### src/rtl/mem_port_arbiter.sv
// Shares the single 64-bit data memory port between instruction fetch and load/store.
// One requester is granted at a time from idle; ties alternate. Misaligned data
// accesses are rejected with an error pulse instead of reaching memory.
module mem_port_arbiter #(
  parameter int unsigned READ_LAT = 1
) (
  input  logic        i_clk,
  input  logic        i_reset,
  input  logic        i_if_req,
  input  logic [31:0] i_if_addr,
  output logic        o_if_gnt,
  output logic        o_if_valid,
  output logic [31:0] o_if_data,
  input  logic        i_d_req,
  input  logic        i_d_we,
  input  logic [63:0] i_d_addr,
  input  logic [63:0] i_d_wdata,
  output logic        o_d_gnt,
  output logic        o_d_valid,
  output logic [63:0] o_d_rdata,
  output logic        o_d_err,
  output logic [63:0] o_mem_addr,
  output logic [63:0] o_mem_wdata,
  output logic        o_mem_wr,
  input  logic [63:0] i_mem_rdata
);

  typedef enum logic [1:0] {StIdle, StIssue, StWait} state_e;

  localparam logic [2:0] LatInit = 3'(READ_LAT);

  state_e      r_state;
  state_e      w_state_next;
  logic        r_last_d;   // 1: data path was granted most recently
  logic [2:0]  r_cnt;
  logic        r_is_data;
  logic        r_we;
  logic        r_sel_hi;
  logic [63:0] r_mem_addr;
  logic [63:0] r_mem_wdata;
  logic        r_mem_wr;
  logic [63:0] r_d_rdata;
  logic [31:0] r_if_data;
  logic        r_if_valid;
  logic        r_d_valid;
  logic        r_d_err;

  logic        w_idle;
  logic        w_pick_if;
  logic        w_pick_d;
  logic [63:0] w_req_addr;
  logic        w_misaligned;
  logic        w_issue;

  // Arbitration and grant outputs: grants only in idle, ties go to the one not served last.
  always_comb begin
    w_idle       = (r_state == StIdle) && !i_reset;
    w_pick_if    = w_idle && i_if_req && (!i_d_req || r_last_d);
    w_pick_d     = w_idle && i_d_req && (!i_if_req || !r_last_d);
    w_req_addr   = w_pick_d ? i_d_addr : {32'h0, i_if_addr};
    w_misaligned = w_pick_d && (w_req_addr[2:0] != 3'b000);
    w_issue      = (w_pick_if || w_pick_d) && !w_misaligned;
    o_if_gnt     = w_pick_if;
    o_d_gnt      = w_pick_d;
  end

  // Next-state logic: stores finish in ISSUE, reads wait out the memory latency.
  always_comb begin
    w_state_next = r_state;
    case (r_state)
      StIdle:  if (w_issue) w_state_next = StIssue;
      StIssue: w_state_next = r_we ? StIdle : StWait;
      StWait:  if (r_cnt == 3'd1) w_state_next = StIdle;
      default: w_state_next = StIdle;
    endcase
  end

  // State register.
  always_ff @(posedge i_clk) begin
    if (i_reset) begin
      r_state <= StIdle;
    end else begin
      r_state <= w_state_next;
    end
  end

  // Arbitration history and latency counter.
  always_ff @(posedge i_clk) begin
    if (i_reset) begin
      r_last_d <= 1'b1;
      r_cnt    <= 3'd0;
    end else begin
      if (w_pick_if || w_pick_d) r_last_d <= w_pick_d;
      if (r_state == StIssue && !r_we) begin
        r_cnt <= LatInit;
      end else if (r_state == StWait) begin
        r_cnt <= r_cnt - 3'd1;
      end
    end
  end

  // Request latch and memory-side registers, loaded at the end of the grant cycle.
  always_ff @(posedge i_clk) begin
    if (i_reset) begin
      r_is_data   <= 1'b0;
      r_we        <= 1'b0;
      r_sel_hi    <= 1'b0;
      r_mem_addr  <= 64'h0;
      r_mem_wdata <= 64'h0;
      r_mem_wr    <= 1'b0;
    end else begin
      r_mem_wr <= 1'b0;
      if (w_issue) begin
        r_is_data  <= w_pick_d;
        r_we       <= w_pick_d && i_d_we;
        r_sel_hi   <= w_req_addr[2];
        r_mem_addr <= {w_req_addr[63:3], 3'b000};
        if (w_pick_d && i_d_we) begin
          r_mem_wdata <= i_d_wdata;
          r_mem_wr    <= 1'b1;
        end
      end
    end
  end

  // Completion pulses and returned data; read data is captured in the last WAIT cycle.
  always_ff @(posedge i_clk) begin
    if (i_reset) begin
      r_if_valid <= 1'b0;
      r_d_valid  <= 1'b0;
      r_d_err    <= 1'b0;
      r_if_data  <= 32'h0;
      r_d_rdata  <= 64'h0;
    end else begin
      r_if_valid <= 1'b0;
      r_d_valid  <= 1'b0;
      r_d_err    <= w_misaligned;
      if (r_state == StIssue && r_we) r_d_valid <= 1'b1;
      if (r_state == StWait && r_cnt == 3'd1) begin
        if (r_is_data) begin
          r_d_rdata <= i_mem_rdata;
          r_d_valid <= 1'b1;
        end else begin
          r_if_data  <= r_sel_hi ? i_mem_rdata[63:32] : i_mem_rdata[31:0];
          r_if_valid <= 1'b1;
        end
      end
    end
  end

  assign o_if_valid  = r_if_valid;
  assign o_if_data   = r_if_data;
  assign o_d_valid   = r_d_valid;
  assign o_d_rdata   = r_d_rdata;
  assign o_d_err     = r_d_err;
  assign o_mem_addr  = r_mem_addr;
  assign o_mem_wdata = r_mem_wdata;
  assign o_mem_wr    = r_mem_wr;

endmodule

### config.mk
export PLATFORM = sky130hd
export DESIGN_NAME = mem_port_arbiter
export DESIGN_NICKNAME = d
export VERILOG_FILES = /design/src/rtl/mem_port_arbiter.sv
export SDC_FILE = /design/constraint.sdc
export NUM_CORES = 1
export LEC_CHECK = 0
export CAP_MARGIN = 20
export CORE_AREA = 2 2 180 182
export DETAILED_ROUTE_END_ITERATION = 12
export DIE_AREA = 0 0 182 184
export PLACE_DENSITY = 0.67
export SYNTH_ARGS = -nofsm -noshare
export SYNTH_HDL_FRONTEND = slang
export SYNTH_SLANG_ARGS = --single-unit
export TNS_END_PERCENT = 100
### constraint.sdc
create_clock -name i_clk -period 5.5 [get_ports i_clk]
set_clock_uncertainty 0.05 [all_clocks]
set_input_delay 0.825 -clock i_clk [delete_from_list [all_inputs] [get_ports i_clk]]
set_output_delay 0.825 -clock i_clk [all_outputs]
set_load 0.02 [all_outputs]
==> Yosys cells after proc, flatten, opt, wreduce, memory -nomap -nowiden <==
Cells that the tools add are included.
{ "word_totals": {"reg_bits": 234, "input_bits": 229, "output_inout_bits": 230, "word_cells": 67} }
{ "op_classes": {"addsub": 1, "eq_ne": 5, "muxes": 13, "bitwise": 3, "reduce_logical": 30} }
{ "op_table": {"columns": ["op", "n"], "rows": [
  ["two-way mux 64 bit", 1],
  ["two-way mux 32 bit", 1],
  ["logical AND 1 bit", 11],
  ["AND reduction 2 bit", 4],
  ["two-way mux 1 bit", 7],
  ["logical NOT 1 bit", 6],
  ["two-way mux 2 bit", 3],
  ["one-hot mux 2 bit (3 select lines)", 1],
  ["OR reduction 2 bit", 3],
  ["inequality test 2 bit (second input constant)", 2],
  ["== test 3 x 1 -> 1 bit (second input constant)", 1],
  ["logical OR 1 bit", 3],
  ["NOT 1 bit", 3],
  ["nonzero test 3 bit", 1],
  ["subtractor 3 x 1 -> 3 bit (second input constant)", 1],
  ["== test 2 x 1 -> 1 bit (second input constant)", 1],
  ["== test 2 bit (second input constant)", 1],
  ["logical NOT 2 bit", 1],
  ["nonzero test 2 bit", 1]
]} }

==> Logic depth before layout (Yosys ltp) <==
Gate-level depths: netlist of run 1.
{ "depth": {"ltp_word": 11, "depth_mapped": 8, "mapped_depth_nobuf": 6} }

==> Worst setup path after synthesis of run 1 <==
No wires, ideal clock.
{ "synth_path": {"path_type": "input to output", "start": "in i_if_req", "end": "out o_if_gnt", "arrival_ps": 1696, "path_slack_ps": 2929, "stages": 3, "path_buffers": 1, "path_cell_list": "or3b_4 nor3_4 buf_4"} }
{ "synth_between": {"elab_chain_len": 2} }
{ "synth_lines": {"columns": ["item", "line", "rtl"], "rows": [
  ["start, declared", "9", "input logic i_if_req,"],
  ["logical AND 1 bit (2 in series)", "58", "w_pick_if = w_idle && i_if_req && (!i_d_req || r_last_d);"],
  ["end, declared", "11", "output logic o_if_gnt,"]
]} }
No other way between the ends.

==> Worst setup path in the final report of run 1 <==
Same ends and word-level chain as after synthesis.

==> run summary, run 1 <==
• 17.0 microns — routed wire length per instance
• input port — startpoint types
• 30700 microns — wirelength, routed
• 0.973 mW — switching pwr
• 0.06 ns — clock transition at the registers of the reported paths
• 23.2% — proportion of total power due to net switching
• completed — status
• 1 — H-tree depth
• 63.7% — part of the cycle the worst path needs
• 0 — number of synthesized flops with an enable pin
• 4.61 — routed vias/inst
• 27 — total CTS buffers
• 65 — number of cell rows
• 0 — antenna fix cells
• 286 MHz — maximum clock rate
• 81 — pin count of the biggest net entering global routing
• 3.50 ns — time the worst path needs with I/O delays and setup
• 234 — Num Clock Sinks
• 8328 — detailed-route via count
• 8820 sq um — Post-Syn Area
• 14900 microns — wire length on met2
• 8082 — number of global-route vias before repair
• 9.11 sq um — post-synthesis area per instance
• 0 — residual overflow from global routing
• 0 — number of antenna violations at the first check in global routing
• 2.00 ns — final critical-path setup slack
• 0 — Post-CTS Setup Bufs
• 0.402 ns — Fin Hold WS
• i_if_req — Crit. Startpoint
• 453 — buffers added on ports
• 2962 — Fill cells
• 184 microns — vertical extent of the die
• 182 microns — die extent in x
• 0 — endpoints failing setup
• 12300 microns — met1 routed wirelength after detailed routing
• 234 — post-synthesis sequential element count
• 3 — Max Root-Sink Buffers
• 7.47% — share of layout cells above drive strength 1
• 2 — crit path max fanout
• 0 ns — TNS Setup
• 2540 microns — met3 wire len
• 41.8% — proportion of power drawn by flip-flops and latches
• 66.1% — layout overhead on the synthesized area
• 0 — count of hold buffers inserted by post-cts repair
• 0.937 ns — actual slew at the worst max-slew pin
• 12.1% — Gate power share
• 36 — count of unique library cells instantiated by Yosys
• clkbuf_16 — CTS Root Buffer Type
• 0.52 ns — clock insertion delay at the later pin of the skew report
• met4 — uppermost routed layer
• 0 — DRC viols
• clkdlybuf4s50_1, nand2_1, dfxtp_1, a21oi_1, nor2_1 — most used cells in the layout excluding fill and tap cells
• 364 — detailed router's first-iteration violation count
• dfxtp_1 — area leader, netlist
• clkdlybuf4s50_1 — most common cell after layout, fill and taps aside
• 0% — share of synthesized registers carrying an async set or reset
• 287 nW/um^2 — total power divided by cell area
• 0.248 mV — maximum vdd ir drop
• 31400 sq um — placeable core region
• o_d_rdata[21] — launch point of the worst hold path
• r_state[1] — r2r startpoint
• output pin — endpoint type of the worst setup path
• 2.63 ns — arrival time worst endpoint
• 53.1% — Yosys top cell area share
• 6 — number of detailed-routing iterations run before antenna repair
• 53.1% — sequential-to-total area share from yosys stat
• 46.7% — core utilization of the finished layout
• no — unrepaired setup endpoints after global routing
• dfxtp_1 — top_reg_cell synth
• 17.1% — total global routing track utilization
• 0 — number of cells upsized or downsized after cts
• 3.22 mW — internal power component
• reg2reg — type of the worst min-delay path
• 0 — count of final max-slew check failures
• 46.0% — proportion of power drawn by the clock network
• 459 — count of pins on the block boundary
• dfxtp_1, nand2_1, a21oi_1 — ranking of synthesized cells by area
• 33500 sq um — area enclosed by the die boundary
• 1616 — number of nets at the end of the flow
• 5.16 nW — reported leakage power
• 0 — max capacitance violation total
• 0 — Synth warnings
• 21400 microns — Detailed Place HPWL
• in2out — path type of the worst setup path
• 37.6% — slew margin rel.
• 28.1% — initial standard-cell utilization of the core
• 0.766 — Final GP Congestion
• 0 — Detail Route Antenna Nets
• 4.62 ns — Worst EP required
• 968 — Cells after Synth
• 1.91 ns — worst slack at placement
• 0 — endpoints failing hold
• done — CTS tree
• 45800 microns — global-route wire length before repair
-- sequential cells by signal, indices dropped and copies added, names as in the netlist --
signal / flops
o_d_rdata: 64
o_mem_wdata: 64
o_mem_addr: 61
o_if_data: 32
r_cnt: 3
r_state: 2
o_d_err: 1
o_d_valid: 1
o_if_valid: 1
o_mem_wr: 1
r_is_data: 1
r_last_d: 1
r_sel_hi: 1
r_we: 1
-- routing by layer --
layer / up-vias / track usage (%)
met3: 47 / 5.19
li1: 4140 / -
met2: 317 / 29.9
met4: 0 / 5.23
met1: 3824 / 20.1
met5: - / 0
-- critical path, cell delays in order --
cell             delay, ns
clkdlybuf4s50_1       0.50
or3b_4                0.41
nor3_4                0.19
clkdlybuf4s50_1       0.70
-- logic make-up after synthesis --
logic type	after synthesis	synth area share, %
compound gates	230	18.7
fa+ha+maj	2	0.284
flops	234	53.1
simple gates	349	15.9
other cells	1	0.0425
xor+xnor	1	0.0994
mux	64	7.27
buf+inv	87	4.56
-- path summary, 6_finish.rpt --
| kind | endpoint | slack (ns) | depth (start not counted) |
|---|---|---|---|
| min | o_d_rdata[21] | 0.40 | 2 |
| min reg2reg | o_d_rdata[21] | 0.40 | 2 |
| max | o_if_gnt | 2.00 | 4 |
| max reg2reg | o_mem_addr[24] | 2.84 | 6 |
-- stage by stage --
step / cell area (sq um) / power [mW] / std cells
6_report: 14600 / 4.20 / 1808
3_3_place_gp: 13600 / 2.29 / 1756
2_1_floorplan: 8820 / 2.02 / 970
5_1_grt: 14600 / 4.36 / 1808
4_1_cts: 14600 / 4.27 / 1807
3_5_place_dp: 13600 / 2.30 / 1757
-- cells in the mapped netlist, types with 4 or more instances --
cell type and n:
buf_4 9, nor2_1 67, inv_1 5, a221oi_2 28
buf_2 15, buf_1 5, nand2_1 258, clkbuf_1 50
a21oi_1 133, dfxtp_1 234, nand2b_1 4, a22o_1 32
mux2i_1 64, a211oi_1 32
-- cell type report --
cell class              instances  area (sq um)  share of cell area, %
multi-input cells             649          3770                   25.7
inverters                       5          18.8                  0.128
flip-flops and latches        234          4690                   32.0
clock buffers                  41           858                   5.86
well taps                     402           503                   3.43
clock inverters                 9           124                  0.846
repair buffers                468          4690                   32.0
-- power groups by stage --
stage	Combinational, mW	Clock (mW)	Sequential, mW
floorplan	0.191	0	1.83
global route	0.544	2.06	1.76
CTS	0.512	2.00	1.76
global placement	0.501	0	1.79
finish	0.509	1.93	1.76
detailed placement	0.510	0	1.79
Power figures use the tool's default switching activity.
==> inputs of run 2 (changes only) <==
Settings changed: PLACE_DENSITY 0.67 to 0.69.
Clock period 5.5 ns to 2.95 ns, I/O delays scaled along.
==> run 2 against run 1 <==
Against the previous run:
- first-iteration DRC count decreased by 35%
- flip-flop and latch count unchanged
- cell count increased by 0.22%
- clock power increased by 68%
- routed wire length decreased by 0.38%
- critical path type is now reg2out
==> run summary, run 2 (same netlist as run 1, synthesis figures left out) <==
• 27 — total CTS buffers, unchanged
• 44.0% — proportion of power drawn by flip-flops and latches, +2.2 points
• 1 — count of buffering cells on the critical path with inverters included, -1
• 2.46 ns — Worst EP required, -2.16 ns
• 237 — detailed router's first-iteration violation count, -35%
• done — CTS tree
• 512 nW/um^2 — total power divided by cell area, +79%
• 0.803 — Final GP Congestion, +4.8%
• buffers and inverters — kind of cell with the highest combined delay on the critical path
• 91.9% — part of the cycle the worst path needs
• 1.79 mW — switching pwr, +84%
• 0.987 ns — actual slew at the worst max-slew pin, +0.0501 ns
• 0.264 ns — worst slack at placement, -1.65 ns
• 2.22 ns — arrival time worst endpoint, -0.41 ns
• no — unrepaired setup endpoints after global routing
• 0.54 ns — clock insertion delay at the later pin of the skew report, +0.02 ns
• 31400 sq um — placeable core region, unchanged
• 8343 — number of global-route vias before repair, +3.2%
• 453 — buffers added on ports, unchanged
• in2reg — type of the worst min-delay path
• 22100 microns — Detailed Place HPWL, +3.2%
• 182 microns — die extent in x, unchanged
• 369 MHz — maximum clock rate
• 0 — endpoints failing hold, unchanged
• 0 — endpoints failing setup, unchanged
• 12.6% — Gate power share, +0.5 points
• 0.239 ns — final critical-path setup slack, -1.76 ns
• 8437 — detailed-route via count, +1.3%
• 2978 — Fill cells, +0.54%
• completed — status
• 0 — antenna fix cells, unchanged
• 7.38% — share of layout cells above drive strength 1, -0.092 points
• 30500 microns — wirelength, routed, -0.38%
• 65.7% — layout overhead on the synthesized area
• 4690 sq um — sequential cell area in the final layout, unchanged
• 28.1% — initial standard-cell utilization of the core, unchanged
• 2.71 ns — time the worst path needs with I/O delays and setup
• clkdlybuf4s50_1 — CP max stage cell
• 33500 sq um — area enclosed by the die boundary, unchanged
• 0 — count of final max-slew check failures, unchanged
• 0.471 mV — maximum vdd ir drop, +90%
• output pin — endpoint type of the worst setup path
• 234 — Num Clock Sinks, unchanged
• 0 — DRC viols, unchanged
• 65 — number of cell rows, unchanged
• 86 — pin count of the biggest net entering global routing, +6.2%
• 0 ns — TNS Setup, unchanged
• 0 — number of cells upsized or downsized after cts, unchanged
• 0 — max capacitance violation total, unchanged
• clkdlybuf4s50_1, nand2_1, dfxtp_1, a21oi_1, nor2_1 — most used cells in the layout excluding fill and tap cells
• 45700 microns — global-route wire length before repair, -0.24%
• 0 — count of hold buffers inserted by post-cts repair, unchanged
• 0 — Detail Route Antenna Nets, unchanged
• clkbuf_16 — CTS Root Buffer Type
• 0 — residual overflow from global routing, unchanged
• 3770 sq um — area of the multi-input gates, unchanged
• 0.06 ns — clock transition at the registers of the reported paths, about the same
• 34.2% — slew margin rel., -3.3 points
• reg2out — path type of the worst setup path
• clkdlybuf4s50_1 — most common cell after layout, fill and taps aside
• 5.69 mW — internal power component, +76%
• 17.0% — total global routing track utilization, -0.089 points
• 459 — count of pins on the block boundary, unchanged
• 184 microns — vertical extent of the die, unchanged
• 1 — H-tree depth, unchanged
• 9 — crit path max fanout, +7
• flop — startpoint types
• 16.9 microns — routed wire length per instance, -0.60%
• or3b_4 -> nor3_4 -> clkdlybuf4s50_1 — list of cells traversed by the critical path
• 43.3% — proportion of power drawn by the clock network, -2.7 points
• 3 — Max Root-Sink Buffers, unchanged
• 0.65 ns — max incr delay on CP, -0.05 ns
• 23.9% — proportion of total power due to net switching, +0.72 points
• 0 — number of antenna violations at the first check in global routing, unchanged
• 5.13 nW — reported leakage power, -0.54%
• 4.66 — routed vias/inst, +1.1%
• 0 — Post-CTS Setup Bufs, unchanged
• 1621 — number of nets at the end of the flow, +0.31%
• 4 — number of detailed-routing iterations run before antenna repair, -2
==> run 2: worst paths after layout <==
path | from | end | slack (ns) | cells past startpoint
worst max-delay path | r_state[1] | o_if_gnt | 0.24 | 3
worst min-delay path | i_reset | r_last_d | 0.14 | 2
worst max register to register | r_state[1] | o_mem_addr[3] | 0.92 | 6
worst min register to register | o_d_rdata[53] | o_d_rdata[53] | 0.40 | 2
==> run 2: per-stage QoR <==
stage	util (%)	area (sq um)	total power, mW	std cells	hold WS (ns)
after floorplan	-	8820	3.77	970	0.398
after global placement	43.7	13700	4.29	1762	0.391
after detailed placement	43.8	13700	4.31	1763	0.396
after CTS	46.5	14600	7.60	1812	0.108
after global routing	46.5	14600	7.78	1812	0.111
final	46.5	14600	7.47	1812	0.137
==> run 2: power groups by stage <==
stage	logic (mW)	registers, mW	clock network, mW
detailed placement	0.949	3.36	0
global route	1.01	3.30	3.47
global placement	0.930	3.36	0
CTS	0.954	3.29	3.36
finish	0.945	3.29	3.24
floorplan	0.356	3.41	0
==> run 2: area by class of cell <==
class                           count  area share, %
Clock buffer                       43           5.72
Clock inverter                      6          0.248
Sequential cell                   234           32.1
Timing Repair Buffer              473           32.6
Inverter                            5          0.128
Tap cell                          402           3.44
Multi-Input combinational cell    649           25.8
==> run 2: layer usage <==
metal / vias to the layer above / wire, microns / GRT usage [%]
li1: 4147 / - / -
met1: 3870 / 12300 / 19.6
met2: 347 / 14300 / 29.1
met3: 73 / 2660 / 5.51
met4: 0 / 1180 / 6.81
met5: - / 0 / 0
